===== src/rtl/wb_stage.sv =====
// Writeback stage: 32x32 integer register file with write-first bypass to decode,
// 64-bit cycle/instret counters behind a CSR read port, and a registered retire trace.
module wb_stage #(
  parameter int XLEN = 32,
  parameter int NREG = 32
) (
  input  logic            clk,
  input  logic            reset,
  input  logic            wb_valid,
  input  logic            reg_write_en,
  input  logic [XLEN-1:0] wb_mux_out,
  input  logic [31:0]     inst_Wb,
  input  logic [4:0]      rs1_addr,
  input  logic [4:0]      rs2_addr,
  output logic [XLEN-1:0] rs1_data,
  output logic [XLEN-1:0] rs2_data,
  input  logic [11:0]     csr_addr,
  output logic [31:0]     csr_rdata,
  output logic            retire_valid,
  output logic [4:0]      retire_rd,
  output logic [XLEN-1:0] retire_data,
  output logic            retire_we
);

  logic [XLEN-1:0] regs_reg [NREG];
  logic [63:0]     cycle_reg;
  logic [63:0]     instret_reg;
  logic [4:0]      rd;
  logic            we;
  logic [1:0][4:0] port_addr;

  assign rd        = inst_Wb[11:7];
  assign we        = wb_valid & reg_write_en & (rd != 5'd0);
  assign port_addr = {rs2_addr, rs1_addr};

  // x0 is never written, so it stays at its reset value of zero.
  always_ff @(posedge clk) begin
    if (reset) begin
      for (int i = 0; i < NREG; i++) begin
        regs_reg[i] <= '0;
      end
    end else if (we) begin
      regs_reg[rd] <= wb_mux_out;
    end
  end

  // Two independent read ports; a same-cycle write to the addressed register wins.
  genvar gi;
  generate
    for (gi = 0; gi < 2; gi++) begin : g_port
      logic [XLEN-1:0] data;
      always_comb begin
        data = '0;
        if (port_addr[gi] != 5'd0) begin
          if (we && (port_addr[gi] == rd)) begin
            data = wb_mux_out;
          end else begin
            data = regs_reg[port_addr[gi]];
          end
        end
      end
    end
  endgenerate

  assign rs1_data = g_port[0].data;
  assign rs2_data = g_port[1].data;

  always_ff @(posedge clk) begin
    if (reset) begin
      cycle_reg   <= '0;
      instret_reg <= '0;
    end else begin
      cycle_reg <= cycle_reg + 64'd1;
      if (wb_valid) begin
        instret_reg <= instret_reg + 64'd1;
      end
    end
  end

  // Counter reads see the registered (pre-increment) value.
  always_comb begin
    csr_rdata = '0;
    case (csr_addr)
      12'hC00: csr_rdata = cycle_reg[31:0];
      12'hC80: csr_rdata = cycle_reg[63:32];
      12'hC02: csr_rdata = instret_reg[31:0];
      12'hC82: csr_rdata = instret_reg[63:32];
      default: csr_rdata = '0;
    endcase
  end

  always_ff @(posedge clk) begin
    if (reset) begin
      retire_valid <= 1'b0;
      retire_rd    <= '0;
      retire_data  <= '0;
      retire_we    <= 1'b0;
    end else begin
      retire_valid <= wb_valid;
      retire_rd    <= rd;
      retire_we    <= we;
      retire_data  <= we ? wb_mux_out : '0;
    end
  end

endmodule

===== config.mk =====
export PLATFORM = sky130hd
export DESIGN_NAME = wb_stage
export DESIGN_NICKNAME = d
export VERILOG_FILES = /design/src/rtl/wb_stage.sv
export SDC_FILE = /design/constraint.sdc
export NUM_CORES = 2
export LEC_CHECK = 0
export CAP_MARGIN = 10
export CELL_PAD_IN_SITES_DETAIL_PLACEMENT = 1
export CELL_PAD_IN_SITES_GLOBAL_PLACEMENT = 2
export CORE_AREA = 2 2 363 365
export DETAILED_ROUTE_END_ITERATION = 8
export DIE_AREA = 0 0 365 367
export PLACE_DENSITY = 0.94
export REMOVE_ABC_BUFFERS = 1
export SETUP_SLACK_MARGIN = 0.4
export SYNTH_ARGS = -nofsm -noshare
export SYNTH_HDL_FRONTEND = slang
export SYNTH_SLANG_ARGS = --single-unit

===== constraint.sdc =====
create_clock -name clk -period 7.6 [get_ports clk]
set_input_delay 0.76 -clock clk [delete_from_list [all_inputs] [get_ports clk]]
set_output_delay 0.76 -clock clk [all_outputs]
set_load 0.005 [all_outputs]

## Word level (Yosys, flattened, before mapping)

Memory sizes are Yosys's and may differ from the RTL's.
Cells that the tools add are included.

- Bits in registers: 167
- Bits in writable memories: 1024
- Input port bits: 90
- Output and inout port bits: 135
- Logic and storage cells: 38
- Memories: 1

- Add/sub/neg operators: 2
- Equality and inequality tests: 6
- Mux-type cells: 13
- Bitwise gates (word level): 3
- Reductions and logical operators: 7

Memory list:

| name | words | width | read ports | clocked after memory_dff | wr ports | RTL line | source |
|---|---|---|---|---|---|---|---|
| regs_reg | 32 | 32 | 2 | 0 | 32 | 25 | `logic [XLEN-1:0] regs_reg [NREG];` |

Operators by type and width:

| cell | count |
|---|---|
| $mux W32 | 5 |
| $add A64 B1 Y64 const B | 2 |
| $pmux W32 S4 | 1 |
| $eq A12 B12 Y1 const B | 4 |
| $reduce_or A32 Y1 | 1 |
| $reduce_bool A5 Y1 | 3 |
| $eq A5 B5 Y1 | 2 |
| $mux W1 | 6 |
| $mux W5 | 1 |
| $and A1 B1 Y1 | 2 |
| $logic_and A1 B1 Y1 | 2 |
| $reduce_or A2 Y1 | 1 |
| $not A1 Y1 | 1 |

## Depth between registers and ports, before layout

- Word-level depth: 7
- Mapped depth: 11
- Gate-level depth less buffers: 7

## Worst setup path after synthesis

No wires, ideal clock.

- Path kind: input to output
- Start: in rs2_addr[0]
- End: out rs2_data[13]
- Data arrival time: 2763 ps
- Data required time: 6840 ps
- Path slack: 4077 ps
- Stages: 8
- Buffers on the path: 4
- Path through: buf_2 > buf_2 > buf_2 > buf_2 > mux4_2 > a221oi_1 > o211ai_1 > o211a_1

- Cells in the longest elaborated chain, start to end: 4
- Elaborated cells between the ends (all ways): 6
- Classes of those cells: 1 x eq/ne; 2 x mux; 2 x reduce/logical; 1 x memory

Ends and longest elaborated chain:

| item | RTL line | source |
|---|---|---|
| from (decl) | 14 | `input logic [4:0] rs2_addr,` |
| parallel branches: the longest is 3 deep, another holds $mem_v2 Z32 W32 | - |  |
| $mux W32 * | 54 | `if (port_addr[gi] != 5'd0) begin` |
| to (decl) | 16 | `output logic [XLEN-1:0] rs2_data,` |

Every way passes the cells marked *.

## Final worst setup path

- Start: in inst_Wb[10]
- End: out rs1_data[6]

- Cells in the longest elaborated chain, start to end: 5
- Elaborated cells between the ends (all ways): 6
- Classes of those cells: 1 x eq/ne; 2 x mux; 1 x bitwise; 2 x reduce/logical

Ends and longest elaborated chain:

| item | RTL line | source |
|---|---|---|
| from (decl) | 12 | `input logic [31:0] inst_Wb,` |
| $reduce_bool A5 Y1 | 33 | `assign we = wb_valid & reg_write_en & (rd != 5'd0);` |
| $and A1 B1 Y1 | 33 |  |
| $logic_and A1 B1 Y1 * | 55 | `if (we && (port_addr[gi] == rd)) begin` |
| $mux W32 * | 55 |  |
| $mux W32 * | 54 |  |
| to (decl) | 15 | `output logic [XLEN-1:0] rs1_data,` |

Mark *: on every way between the ends. The rest lies on a longest branch, timed or not.

==> run_results.csv <==
group,metric,value,unit
critical_path,crit_slowest_cell,"or4b_2",
floorplan,die_h,367,µm
floorplan,num_io_pins,225,
global_route,grt_pass1_vias,46075,
final_layout,mostFrequentLayoutCells,"and2_1, edfxtp_1, mux4_2",
sta,tns,0,ns
final_layout,largest_reg_flops,1024,
pwr,vdd_drop_max,0.178,mV
critical_path,cp_max_fo,27,
clock_network,htree_levels,4,
yosys,async_flop_share,0,%
final_layout,area_growth,13.3,%
final_layout,drive_above_1_share,20.9,%
critical_path,path_buf_inv,3,
global_route,grt-ovfl-total,0,
critical_path,crit_type,"input pin to primary output",
clock_network,tritoncts,"done",
floorplan,die_x,365,µm
clock_network,clk_path_buf_depth,3,
clock_network,cts_setup_buffers,0,
placement,io_buffer_count,197,
critical_path,path_delay_family,"simple AND/OR/NAND/NOR gates",
sta,fin_skew,0.0246,ns
final_layout,nets,4710,
final_layout,final_cells,6481,
critical_path,arrival,5.10,ns
global_route,grt_pass1_wl,320000,µm
placement,gp_congestion,0.847,
yosys,synth.distinct_cells,62,
placement,hpwl,135000,µm
global_route,grtUsageMet1,42.7,%
detailed_routing,detail-route-antenna-nets,0,
yosys,yosysSeqAreaShare,54.9,%
sta,rsz0062_at_grt,"false",
clock_network,cts_sinks,1191,
floorplan,coreArea,130000,µm²
yosys,ys_seq_elements,1191,
detailed_routing,drt_pass1_iterations,8,
critical_path,crit_path_end_kind,"primary output",
final_layout,fillers,12699,
run_status,status,"complete, no violations",
detailed_routing,via_per_inst,6.82,
sta,period_minus_slack,5.86,ns
final_layout,layout_commonest_cell,"and2_1",
global_route,grtUsageTotal,33.4,%
critical_path,worstPathCellList,"clkdlybuf4s50_1, or3_1, nor3_1, or4b_2, buf_4, nor2_1, a211oi_1, clkdlybuf4s50_1",
critical_path,cp.required,6.84,ns
critical_path,worstSetupStartpointType,"input pin",
clock_network,cts_made_buffers,131,
final_layout,finalInstanceArea,70400,µm²
sta,tightest_slew,1.30,ns
sta,hold_violations,0,
global_route,antenna_found_initial,12,
yosys,synth_edf_count,1024,
clock_network,cts-resized-gates,0,
pwr,leakagePower,0.0239,µW
placement,place_inst,6238,
critical_path,crit_top_cell,"clkdlybuf4s50_1",
global_route,top_usage_layer,"met2",
detailed_routing,drc,0,
critical_path,slowest_delay,0.84,ns
global_route,globalRouteMet3Util,8.44,%
floorplan,start_util,47.6,%
detailed_routing,wire_per_inst,34.7,µm
clock_network,cts.clk_slew.worst_paths,0.06,ns
detailed_routing,wirelength,225000,µm
floorplan,dieArea,134000,µm²
sta,post-route-period-util,77.1,%
sta,fmax,171,MHz
detailed_routing,num_vias,44186,
pwr,powerDensity,226,nW/µm²
yosys,synth_flop_cell,"edfxtp_1",
clock_network,insertion_delay,0.80,ns
yosys,synthesis.area,62100,µm²
worst_hold_path,hold_class,"input pin to register",
global_route,grt_max_degree,88,
job,maxCapViolations,0,
yosys,netlist_instances,4542,
clock_network,postCtsHoldBufs,0,
placement,placed_cell_area,66000,µm²
yosys,yosysWarnings,0,
sta,maxSlewHeadroom,13.2,%
yosys,avgSynthCellArea,13.7,µm²
final_layout,final_core_util,53.9,%
global_route,grtUsageMet2,51.5,%
clock_network,root_buffer,"clkbuf_16",
detailed_routing,drt-initial-drc-count,7060,
floorplan,core.rowCount,133,
sta,finalSetupViolations,0,
sta,slew_violations,0,
-- layout make-up --
cell class / instances / area, µm² / share of cell area, %
diodes: 2 / 5.00 / 0.00711
clock buffers: 182 / 3670 / 5.22
clock inverters: 57 / 667 / 0.948
inverters: 25 / 93.8 / 0.133
multi-input cells: 2919 / 26400 / 37.6
flip-flops and latches: 1191 / 34100 / 48.4
well taps: 1755 / 2200 / 3.12
repair buffers: 350 / 3220 / 4.58
-- report_power, final --
| part | switching, µW | internal, µW | leakage, µW |
|---|---|---|---|
| Combinational | 1050 | 758 | 0.0107 |
| Sequential | 185 | 7400 | 0.0111 |
| Clock | 2810 | 3720 | 0.00212 |
| Total | 4040 | 11900 | 0.0239 |
-- metal layers --
| layer | routed length (µm) | share of wire (%) | vias to the layer above |
|---|---|---|---|
| met2 | 103000 | 46 | 3531 |
| met4 | 14900 | 6.6 | 6 |
| met3 | 29000 | 13 | 802 |
| li1 | - | - | 17218 |
| met5 | 43 | 0.019 | - |
| met1 | 77900 | 35 | 22629 |
-- synth_stat cells, types with 69 or more instances --
| master | instances | area share [%] |
|---|---|---|
| mux4_2 | 484 | 18 |
| edfxtp_1 | 1024 | 50 |
| clkbuf_1 | 318 | 1.9 |
| mux2i_1 | 70 | 1.1 |
| nand2_1 | 128 | 0.77 |
| nor2_1 | 272 | 1.6 |
| o22ai_1 | 74 | 0.75 |
| buf_2 | 74 | 0.60 |
| a22oi_1 | 134 | 1.6 |
| nor3_1 | 69 | 0.56 |
| dfxtp_1 | 167 | 5.4 |
| xnor2_1 | 82 | 1.2 |
| and2_1 | 1034 | 10 |
-- through the flow --
stage	total power, µW	worst slack (ns)	hold WS [ns]
after CTS	15900	1.89	0.320
after global placement	9350	2.05	0.458
after global routing	16200	1.66	0.348
after floorplan	8440	3.09	0.437
final	15900	1.74	0.351
after detailed placement	9450	1.88	0.471
-- worst paths after layout --
| check | from | to | cells after the start | slack (ns) |
|---|---|---|---|---|
| max | inst_Wb[10] | rs1_data[6] | 8 | 1.74 |
| min | reset | instret_reg[20] | 2 | 0.35 |
| max reg2reg | instret_reg[11] | instret_reg[46] | 6 | 4.69 |
| min reg2reg | cycle_reg[0] | cycle_reg[0] | 1 | 0.48 |
-- logic make-up (layout without fill, tap and decap cells) --
kind of cell,Yosys count,in the layout,share of synthesized area [%]
compound gates,399,399,4.50
xor+xnor,123,123,1.73
fa+ha+maj,2,2,0.0403
buf+inv,463,614,3.04
flops,1191,1191,54.9
mux,607,607,19.6
other cells,1,34,0.00604
simple gates,1756,1756,16.1
Note: power is estimated with default switching activity, not from simulation.
